**src/rtl/hsid_pkg.sv**
```systemverilog
// Shared HSID types and constants: word widths, read-arbiter FSM states and limits.
package hsid_pkg;

   localparam int unsigned HSID_WORD_WIDTH        = 32;
   localparam int unsigned HSID_HSP_LIBRARY_WIDTH = 16;
   localparam int unsigned HSID_X_ARB_TIMEOUT     = 1024;
   localparam int unsigned HSID_X_ARB_MAX_REQ     = 8;

   typedef enum logic [1:0] {
      ARB_IDLE,
      ARB_START,
      ARB_BUSY,
      ARB_DONE
   } hsid_x_arb_state_t;

endpackage

```
**src/rtl/hsid_x_rr_picker.sv**
```systemverilog
// Combinational round-robin selector: first set request at or above rr_ptr, with wrap.
module hsid_x_rr_picker #(
   parameter int unsigned NUM_REQ = 2,
   parameter int unsigned IDX_W   = $clog2(NUM_REQ)
) (
   input  logic [NUM_REQ-1:0] req,
   input  logic [IDX_W-1:0]   rr_ptr,
   output logic [NUM_REQ-1:0] grant,
   output logic [IDX_W-1:0]   grant_idx,
   output logic               any_req
);

   logic [IDX_W:0]   sum;
   logic [IDX_W-1:0] idx;

   always_comb begin
      grant     = '0;
      grant_idx = '0;
      any_req   = 1'b0;
      sum       = '0;
      idx       = '0;
      for (int unsigned i = 0; i < NUM_REQ; i++) begin
         // rr_ptr < NUM_REQ, so one conditional subtract is enough to wrap.
         sum = {1'b0, rr_ptr} + (IDX_W+1)'(i);
         if (sum >= (IDX_W+1)'(NUM_REQ)) begin
            sum = sum - (IDX_W+1)'(NUM_REQ);
         end
         idx = sum[IDX_W-1:0];
         if (!any_req && req[idx]) begin
            any_req    = 1'b1;
            grant_idx  = idx;
            grant[idx] = 1'b1;
         end
      end
   end

endmodule

```
**src/rtl/hsid_x_obi_read_arbiter.sv**
```systemverilog
// Round-robin arbiter sharing one OBI read engine between NUM_REQ fetch requesters.
// Optional watchdog abort of stalled jobs: define HSID_X_ARB_WATCHDOG_EN.
module hsid_x_obi_read_arbiter
   import hsid_pkg::*;
#(
   parameter int unsigned NUM_REQ           = 2,
   parameter int unsigned WORD_WIDTH        = HSID_WORD_WIDTH,
   parameter int unsigned HSP_LIBRARY_WIDTH = HSID_HSP_LIBRARY_WIDTH,
   parameter int unsigned TIMEOUT_CYCLES    = HSID_X_ARB_TIMEOUT
) (
   input  logic                                 clk,
   input  logic                                 rst,
   input  logic [NUM_REQ-1:0]                   req_valid,
   input  logic [NUM_REQ*WORD_WIDTH-1:0]        req_addr,
   input  logic [NUM_REQ*HSP_LIBRARY_WIDTH-1:0] req_limit,
   output logic [NUM_REQ-1:0]                   req_ready,
   output logic [NUM_REQ-1:0]                   req_done,
   output logic [WORD_WIDTH-1:0]                obi_initial_addr,
   output logic [HSP_LIBRARY_WIDTH-1:0]         obi_limit_in,
   output logic                                 obi_start,
   input  logic                                 obi_done,
   output logic                                 busy,
   output logic [$clog2(NUM_REQ)-1:0]           grant_id,
   output logic                                 error
);

   localparam int unsigned IDX_W = $clog2(NUM_REQ);

   if (NUM_REQ < 2 || NUM_REQ > HSID_X_ARB_MAX_REQ || TIMEOUT_CYCLES < 1) begin : g_bad_cfg
      $error("hsid_x_obi_read_arbiter: unsupported NUM_REQ or TIMEOUT_CYCLES");
   end

   hsid_x_arb_state_t             state;
   logic [IDX_W-1:0]              rr_ptr;
   logic [NUM_REQ-1:0]            pick_grant;
   logic [IDX_W-1:0]              pick_idx;
   logic                          any_req;
   logic [WORD_WIDTH-1:0]         win_addr;
   logic [HSP_LIBRARY_WIDTH-1:0]  win_limit;
   logic [NUM_REQ-1:0]            owner_onehot;

`ifdef HSID_X_ARB_WATCHDOG_EN
   localparam int unsigned WD_W = $clog2(TIMEOUT_CYCLES + 1);
   logic [WD_W-1:0] wd_cnt;
`endif

   hsid_x_rr_picker #(
      .NUM_REQ (NUM_REQ),
      .IDX_W   (IDX_W)
   ) u_picker (
      .req       (req_valid),
      .rr_ptr    (rr_ptr),
      .grant     (pick_grant),
      .grant_idx (pick_idx),
      .any_req   (any_req)
   );

   always_comb begin
      win_addr  = '0;
      win_limit = '0;
      for (int unsigned i = 0; i < NUM_REQ; i++) begin
         if (pick_grant[i]) begin
            win_addr  = req_addr[i*WORD_WIDTH +: WORD_WIDTH];
            win_limit = req_limit[i*HSP_LIBRARY_WIDTH +: HSP_LIBRARY_WIDTH];
         end
      end
   end

   assign req_ready    = (state == ARB_IDLE && !rst) ? pick_grant : '0;
   assign owner_onehot = {{(NUM_REQ-1){1'b0}}, 1'b1} << grant_id;

   always_ff @(posedge clk) begin
      if (rst) begin
         state            <= ARB_IDLE;
         rr_ptr           <= '0;
         busy             <= 1'b0;
         grant_id         <= '0;
         obi_initial_addr <= '0;
         obi_limit_in     <= '0;
         obi_start        <= 1'b0;
         req_done         <= '0;
         error            <= 1'b0;
`ifdef HSID_X_ARB_WATCHDOG_EN
         wd_cnt           <= '0;
`endif
      end else begin
         obi_start <= 1'b0;
         req_done  <= '0;
         // A done outside ARB_BUSY (including the start cycle) is dropped and only flagged.
         error     <= obi_done && (state != ARB_BUSY);
         case (state)
            ARB_IDLE: begin
               if (any_req) begin
                  obi_initial_addr <= win_addr;
                  obi_limit_in     <= win_limit;
                  grant_id         <= pick_idx;
                  busy             <= 1'b1;
                  if (win_limit != '0) begin
                     state     <= ARB_START;
                     obi_start <= 1'b1;
                  end else begin
                     state    <= ARB_DONE;
                     req_done <= pick_grant;
                  end
               end
            end
            ARB_START: begin
               state <= ARB_BUSY;
`ifdef HSID_X_ARB_WATCHDOG_EN
               wd_cnt <= '0;
`endif
            end
            ARB_BUSY: begin
               if (obi_done) begin
                  state    <= ARB_DONE;
                  req_done <= owner_onehot;
               end
`ifdef HSID_X_ARB_WATCHDOG_EN
               else if (wd_cnt == WD_W'(TIMEOUT_CYCLES - 1)) begin
                  state    <= ARB_DONE;
                  req_done <= owner_onehot;
                  error    <= 1'b1;
               end else begin
                  wd_cnt <= wd_cnt + WD_W'(1);
               end
`endif
            end
            ARB_DONE: begin
               state  <= ARB_IDLE;
               busy   <= 1'b0;
               rr_ptr <= (grant_id == IDX_W'(NUM_REQ - 1)) ? '0 : grant_id + IDX_W'(1);
            end
         endcase
      end
   end

endmodule

```
**config.mk**
```make
export PLATFORM = sky130hd
export DESIGN_NAME = hsid_x_obi_read_arbiter
export DESIGN_NICKNAME = d
export VERILOG_FILES = /design/src/rtl/hsid_pkg.sv /design/src/rtl/hsid_x_rr_picker.sv /design/src/rtl/hsid_x_obi_read_arbiter.sv
export SDC_FILE = /design/constraint.sdc
export NUM_CORES = 1
export LEC_CHECK = 0
export CAP_MARGIN = 20
export CORE_MARGIN = 2
export CORE_UTILIZATION = 39
export CTS_CLUSTER_SIZE = 25
export DETAILED_ROUTE_END_ITERATION = 8
export PLACE_DENSITY = 0.85
export SLEW_MARGIN = 0
export SYNTH_ARGS = -nofsm -noshare
export SYNTH_HDL_FRONTEND = slang
export SYNTH_SLANG_ARGS = --single-unit
```
**constraint.sdc**
```tcl
create_clock -name clk -period 2.82 [get_ports clk]
set_clock_uncertainty 0.2 [all_clocks]
set_input_delay 0.846 -clock clk [delete_from_list [all_inputs] [get_ports clk]]
set_output_delay 0.846 -clock clk [all_outputs]
set_load 0.1 [all_outputs]
```
==> flow_summary_export.csv, run 1 <==
group,metric,value,unit
global_route,grt_antenna_before_repair,0,
clock_tree,cts_buffer_depth,2,
final_layout,area_delta_synth_final,72.7,%
yosys,yosys.area.top_type,"dfxtp_1",
detailed_routing,dr_wl_met3,529,um
clock_tree,tritoncts,"built",
place,gp_congestion,0.821,
worst_setup_path,path_class,"in2out",
die,ios,157,
sta,maxSlewHeadroom,0.397,
clock_tree,clkLatencyLatePin,320,ps
yosys,yosys.cell_types.count,29,
detailed_routing,vias_per_cell,5.44,
final_layout,final_area,4210,sq um
place,dpl_cell_area,4020,sq um
die,rows,28,
worst_hold_path,min_path_type,"reg2reg",
detailed_routing,met1Wirelength,3.12,mm
yosys,ys_async_sr_fraction,0,
detailed_routing,dr.pass1.iters,4,
clock_tree,clock-sinks,57,
sta,finalCriticalPeriod,2750,ps
yosys,syn-instance-count,278,
yosys,syn_area,2440,sq um
detailed_routing,wl_met2,4.10,mm
global_route,grt_max_degree,60,
pwr,leakagePower,0.00169,uW
final_layout,drive_above_1_share,0.229,
clock_tree,post_cts_buffers,0,
yosys,ys_seq_area_frac,0.468,
yosys,synth_ff_type,"dfxtp_1",
sta,maxSlewViolCount,0,
sta,fmax,0.363,GHz
clock_tree,cts-root-buf,"clkbuf_8",
die,start_util,0.407,
yosys,syn_area_per_cell,8.77,sq um
sta,finalHoldViolations,0,
detailed_routing,drc,0,
clock_tree,clk_pin_slew,60,ps
sta,finalSetupViolCount,0,
global_route,grt_use_total,0.228,
die,die_area,6900,sq um
sta,tns,0,ps
sta,whs,251,ps
detailed_routing,ant_nets,0,
worst_setup_path,cp_slowest_stage_delay,240,ps
clock_tree,cts_hold_buf,0,
yosys,synth_warnings,0,
pwr,power_density,1260,nW/um^2
global_route,grt_pass1_vias,2780,
yosys,synth.area.top_cells,"dfxtp_1 (47%), a221oi_1 (14%), nor3_1 (8.0%)",
sta,timing.final.crit_share,0.977,
detailed_routing,wl_per_cell,15.4,um
detailed_routing,routed.top_layer,"met4",
sta,worstMarginPinSlew,902,ps
worst_setup_path,crit_slowest_cell,"clkdlybuf4s15_2",
clock_tree,cts_buffers,9,
final_layout,layout.nets,536,
global_route,grt.overflow.total,0,
clock_tree,htreeDepth,3,
global_route,grt_pass1_wl,13.0,mm
worst_setup_path,critPathCaptureType,"output pin",
worst_setup_path,critPathLaunchType,"input port",
detailed_routing,drt_iter0_drc,72,
die,core_region_area,5990,sq um
yosys,syn-num-nets,382,
worst_setup_path,cp_max_fo,3,
yosys,ys_ff_latch,57,
status,status,"finished clean",
worst_setup_path,cp.arrival,1710,ps
pwr,ir_drop,0.781,mV
detailed_routing,via_count,2781,
place,io_buffers,156,
worst_setup_path,crit_chain,"clkdlybuf4s15_2 -> a21boi_4 -> nand2_2 -> nor2_4 -> buf_12",
die,fp.dieW,83.1,um
place,hpwl,5.74,mm
yosys,yosysTopAreaCellShare,0.468,
worst_setup_path,cp_data_required_time,1770,ps
sta,grt_setup_unrepaired,"false",
yosys,synth-edff-count,0,
flow_run,maxCapViolations,0,
detailed_routing,routed_wl,7.85,mm
die,die_h,83.1,um
final_layout,antennaDiodeCount,0,
[synthesized netlist by cell type (2+ instances only)]
library cell	number
nand4_1	2
nor4_1	8
nor3_1	39
a221oi_1	38
inv_1	4
clkbuf_1	18
a21boi_2	2
nand3b_1	2
a32oi_1	10
a21oi_1	13
o32ai_2	2
nor2b_1	3
nand2_1	13
buf_2	7
dfxtp_1	57
ha_1	3
buf_4	2
nor2_1	44
[routing by layer]
metal,GRT usage,up-vias
li1,-,1359
met1,0.259,1301
met2,0.402,109
met3,0.0626,12
met4,0.0939,0
met5,0,-
[worst max-delay path: cells and delay by family]
kind                   cells  cell delay (ps)
AOI/OAI and AO/OA          1              210
buffers and inverters      2              420
and+or+nand+nor            2              230
[flip-flops by register name, indices dropped and copies added, names as in the netlist]
register,flops
obi_start,1
req_done,2
busy,1
obi_limit_in,16
rr_ptr,1
error,1
grant_id,1
obi_initial_addr,32
state,2
[report_power, final]
group	internal, uW	total (uW)	switching (uW)	leakage [uW]
Sequential	1060	1200	135	0.000471
Clock	448	746	298	0.000102
Combinational	854	3350	2490	0.00111
Total	2360	5290	2930	0.00169
[kinds of logic (layout without fill, tap and decap cells)]
group	after synthesis	after routing	share of synthesized area
AO/OA/AOI/OAI	70	70	0.237
adder cells (fa/ha/maj)	3	3	0.0154
buffers and inverters	32	190	0.0559
flip-flops	57	57	0.468
multiplexers	1	1	0.00410
AND/OR/NAND/NOR	115	115	0.220
[layout make-up]
type                            count  area [sq um]
Multi-Input combinational cell    189          1210
Clock inverter                      3          40.0
Inverter                            4          15.0
Fill cell                         490          1780
Clock buffer                       12           155
Timing Repair Buffer              171          1550
Tap cell                           75          93.8
Sequential cell                    57          1140
[metrics by stage]
stage	std cells	utilization	power, uW	setup WS (ps)
6_report	511	0.703	5290	65.3
5_1_grt	511	0.703	5550	53.1
3_3_place_gp	496	0.671	4520	-256
2_1_floorplan	278	-	3750	8.01
4_1_cts	511	0.704	5330	25.7
3_5_place_dp	496	0.671	4570	-298
[final timing paths]
| check | start | to | slack (ps) | depth (start not counted) |
|---|---|---|---|---|
| worst max-delay path | req_valid[1] | req_ready[1] | 70 | 5 |
| worst min-delay path | obi_initial_addr[7] | obi_initial_addr[7] | 250 | 2 |
| worst max register to register | state[0] | obi_limit_in[11] | 510 | 6 |
| worst min register to register | obi_initial_addr[7] | obi_initial_addr[7] | 250 | 2 |
[repair_timing]
item | CTS | global route
resized for setup | 5 | 1
setup endpoints to repair | 2 | 1
endpoints found under the hold margin | 0 | 0
[layout by cell type, fill, tap and decap left out, types with 2 or more instances in the layout]
master	n
nor2b_1	2
nand2_2	2
clkdlybuf4s50_1	97
nor2_4	2
nor4_1	8
a32oi_1	10
buf_4	69
nand4_1	2
buf_12	2
nand2_1	11
a21oi_1	13
clkinv_2	2
a221oi_1	38
o32ai_2	2
a21boi_4	2
inv_1	4
ha_1	3
nand3b_1	2
nor2_1	42
dfxtp_1	57
nor3_1	39
clkbuf_8	11
(Power assumes the default switching activity.)
==> run 2: changes to the inputs <==
- CORE_ASPECT_RATIO: default -> 0.6
- CTS_BUF_LIST: default -> sky130_fd_sc_hd__clkbuf_16
==> run 2 against run 1 <==
  * Via count grew 3.5%
  * First-iteration DRC count increased by 150%
  * Maximum frequency grew 3.0%
  * Worst setup slack improved by 79 ps
  * Sequential cell count is the same
  * Clock-buffer cell count down 3
  * Sequential power about the same
  * Critical path type unchanged
  * Clock power is 37% higher
  * Design area up 3.5%
==> flow_summary_export.csv, run 2 (synthesis results as in run 1) <==
group,metric,value,unit
status,status,"finished clean",
worst_setup_path,critPathCaptureType,"output pin",
worst_setup_path,crit_chain,"clkbuf_2 -> buf_4 -> a21boi_4 -> nand2_2 -> nor2_4 -> buf_12",
worst_setup_path,cp-startpoint,"req_valid[0]",
global_route,grt_use_total,0.244,
clock_tree,cts_buffer_depth,2,
detailed_routing,vias_per_cell,5.48,
sta,grt_setup_unrepaired,"false",
worst_setup_path,cp.arrival,1630,ps
worst_setup_path,r2r-end,"obi_start",
worst_hold_path,whs_path_depth,2,
detailed_routing,dr.pass1.iters,5,
detailed_routing,drt_iter0_drc,177,
worst_setup_path,worst-r2r-setup-slack,760,ps
sta,timing.final.crit_share,0.949,
final_layout,area_delta_synth_final,78.7,%
place,dp.cells,507,
worst_setup_path,path_buf_inv,3,
worst_setup_path,reg2reg_from,"rr_ptr",
final_layout,antennaDiodeCount,0,
sta,fmax,0.374,GHz
clock_tree,tritoncts,"built",
worst_setup_path,path_class,"in2out",
place,gp_congestion,0.772,
final_layout,final_cell_mix,"clkdlybuf4s50_1 (97), buf_4 (71), dfxtp_1 (57), nor2_1 (42), nor3_1 (39)",
place,hpwl,6.16,mm
final_layout,post-route-util,0.716,
global_route,grt_pass1_wl,13.2,mm
worst_setup_path,critPathLaunchType,"input port",
sta,finalCriticalPeriod,2680,ps
clock_tree,cts_hold_buf,0,
final_layout,final_cells,525,
clock_tree,clk_pin_slew,50,ps
sta,whs,253,ps
worst_setup_path,cp_slowest_stage_delay,180,ps
sta,finalHoldViolations,0,
clock_tree,cts-root-buf,"clkbuf_16",
global_route,grt.overflow.total,0,
detailed_routing,ant_nets,0,
die,start_util,0.401,
die,core_region_area,6080,sq um
clock_tree,clock-sinks,57,
sta,maxSlewHeadroom,0.653,
die,fp.dieW,106,um
worst_setup_path,r2r_cells,6,
worst_setup_path,crit_family,"buffers and inverters",
final_layout,layout.nets,540,
clock_tree,cts_buffers,9,
final_layout,final_common_cell,"clkdlybuf4s50_1",
worst_setup_path,crit_slowest_cell,"buf_12",
pwr,power_density,1300,nW/um^2
die,ios,157,
final_layout,regMostFlops,"obi_initial_addr",
detailed_routing,routed_wl,8.32,mm
sta,worstMarginPinSlew,521,ps
worst_hold_path,min_from,"obi_initial_addr[31]",
die,rows,22,
pwr,leakagePower,0.00175,uW
die,die_area,6920,sq um
worst_setup_path,cp_max_fo,3,
final_layout,drive_above_1_share,0.236,
sta,finalSetupViolCount,0,
die,die_h,65.3,um
pwr,ir_drop,0.830,mV
worst_setup_path,cp_data_required_time,1770,ps
detailed_routing,wl_per_cell,15.8,um
clock_tree,htreeDepth,3,
sta,maxSlewViolCount,0,
clock_tree,clkLatencyLatePin,310,ps
final_layout,largest_reg_flops,32,
worst_hold_path,worstHoldEndpoint,"obi_initial_addr[31]",
global_route,grt_pass1_vias,2672,
global_route,grt_antenna_before_repair,0,
detailed_routing,drc,0,
detailed_routing,via_count,2877,
global_route,grt_max_degree,50,
worst_hold_path,min_path_type,"reg2reg",
final_layout,reg_top3,"obi_initial_addr x32, obi_limit_in x16",
flow_run,maxCapViolations,0,
place,io_buffers,156,
-- run 2: cell types whose count changed in the layout (fill, tap and decap cells not counted), sizes merged --
cell           previous run  this run
clkinv                    2         3
inv                       4         5
buf                      72        76
clkinvlp                  0         2
clkdlybuf4s15             1         0
clkbuf                   13        11
-- run 2: layer usage --
layer,global-route usage,part of all wire,up-vias
met5,0,0,-
met4,0.0707,0.012,0
met3,0.0923,0.088,10
met2,0.388,0.45,149
met1,0.313,0.45,1344
li1,-,-,1374
-- run 2: how the worst max path moves through the flow --
| stage | end | slack [ps] | cells after the start |
|---|---|---|---|
| floorplan | req_ready[1] | 8 | 4 |
| global placement | req_ready[1] | -240 | 6 |
| detailed placement | req_ready[1] | -300 | 5 |
| CTS | req_ready[1] | 30 | 6 |
| global route | req_ready[1] | 110 | 6 |
| finish | req_ready[1] | 140 | 6 |
-- run 2: timing repair --
item | 4_1_cts | 5_1_grt
cloned | 0 | 0
gates resized for setup | 4 | 2
setup endpoints to repair | 2 | 2
endpoints found under the hold margin | 0 | 0
setup buffers | 2 | 0
pin swaps | 2 | 0
-- run 2: per-stage QoR --
| step | area (sq um) | total power, uW | setup slack [ps] | TNS (ps) |
|---|---|---|---|---|
| after floorplan | 2490 | 3750 | 8.01 | 0 |
| after global placement | 4070 | 4580 | -240 | -463 |
| after detailed placement | 4070 | 4630 | -297 | -798 |
| after CTS | 4370 | 5680 | 27.4 | 0 |
| after global routing | 4360 | 5940 | 110 | 0 |
| final | 4360 | 5650 | 145 | 0 |
-- run 2: cell type report --
type	instances	area [sq um]
Multi-Input combinational cell	189	1210
Sequential cell	57	1140
Timing Repair Buffer	175	1600
Inverter	4	15.0
Clock buffer	9	225
Tap cell	84	105
Clock inverter	7	62.6
Fill cell	468	1730
-- run 2: report_power, final --
group	switching [uW]	internal (uW)	total (uW)
sequential	151	1060	1210
combinational	2520	899	3420
clock	351	672	1020
total	3020	2630	5650
-- run 2: worst reg2reg max path: cells and delay by family, from the launching register on --
kind	cells	cell delay (ps)
DFF	1	410
and+or+nand+nor	1	190
AOI/OAI and AO/OA	2	520
buffers and inverters	3	670
==> run 3: changes to the inputs <==
- CAP_MARGIN: 20 -> 40
==> results of run 3 <==
No change in the layout: final DEF, timing and power equal those of run 2.
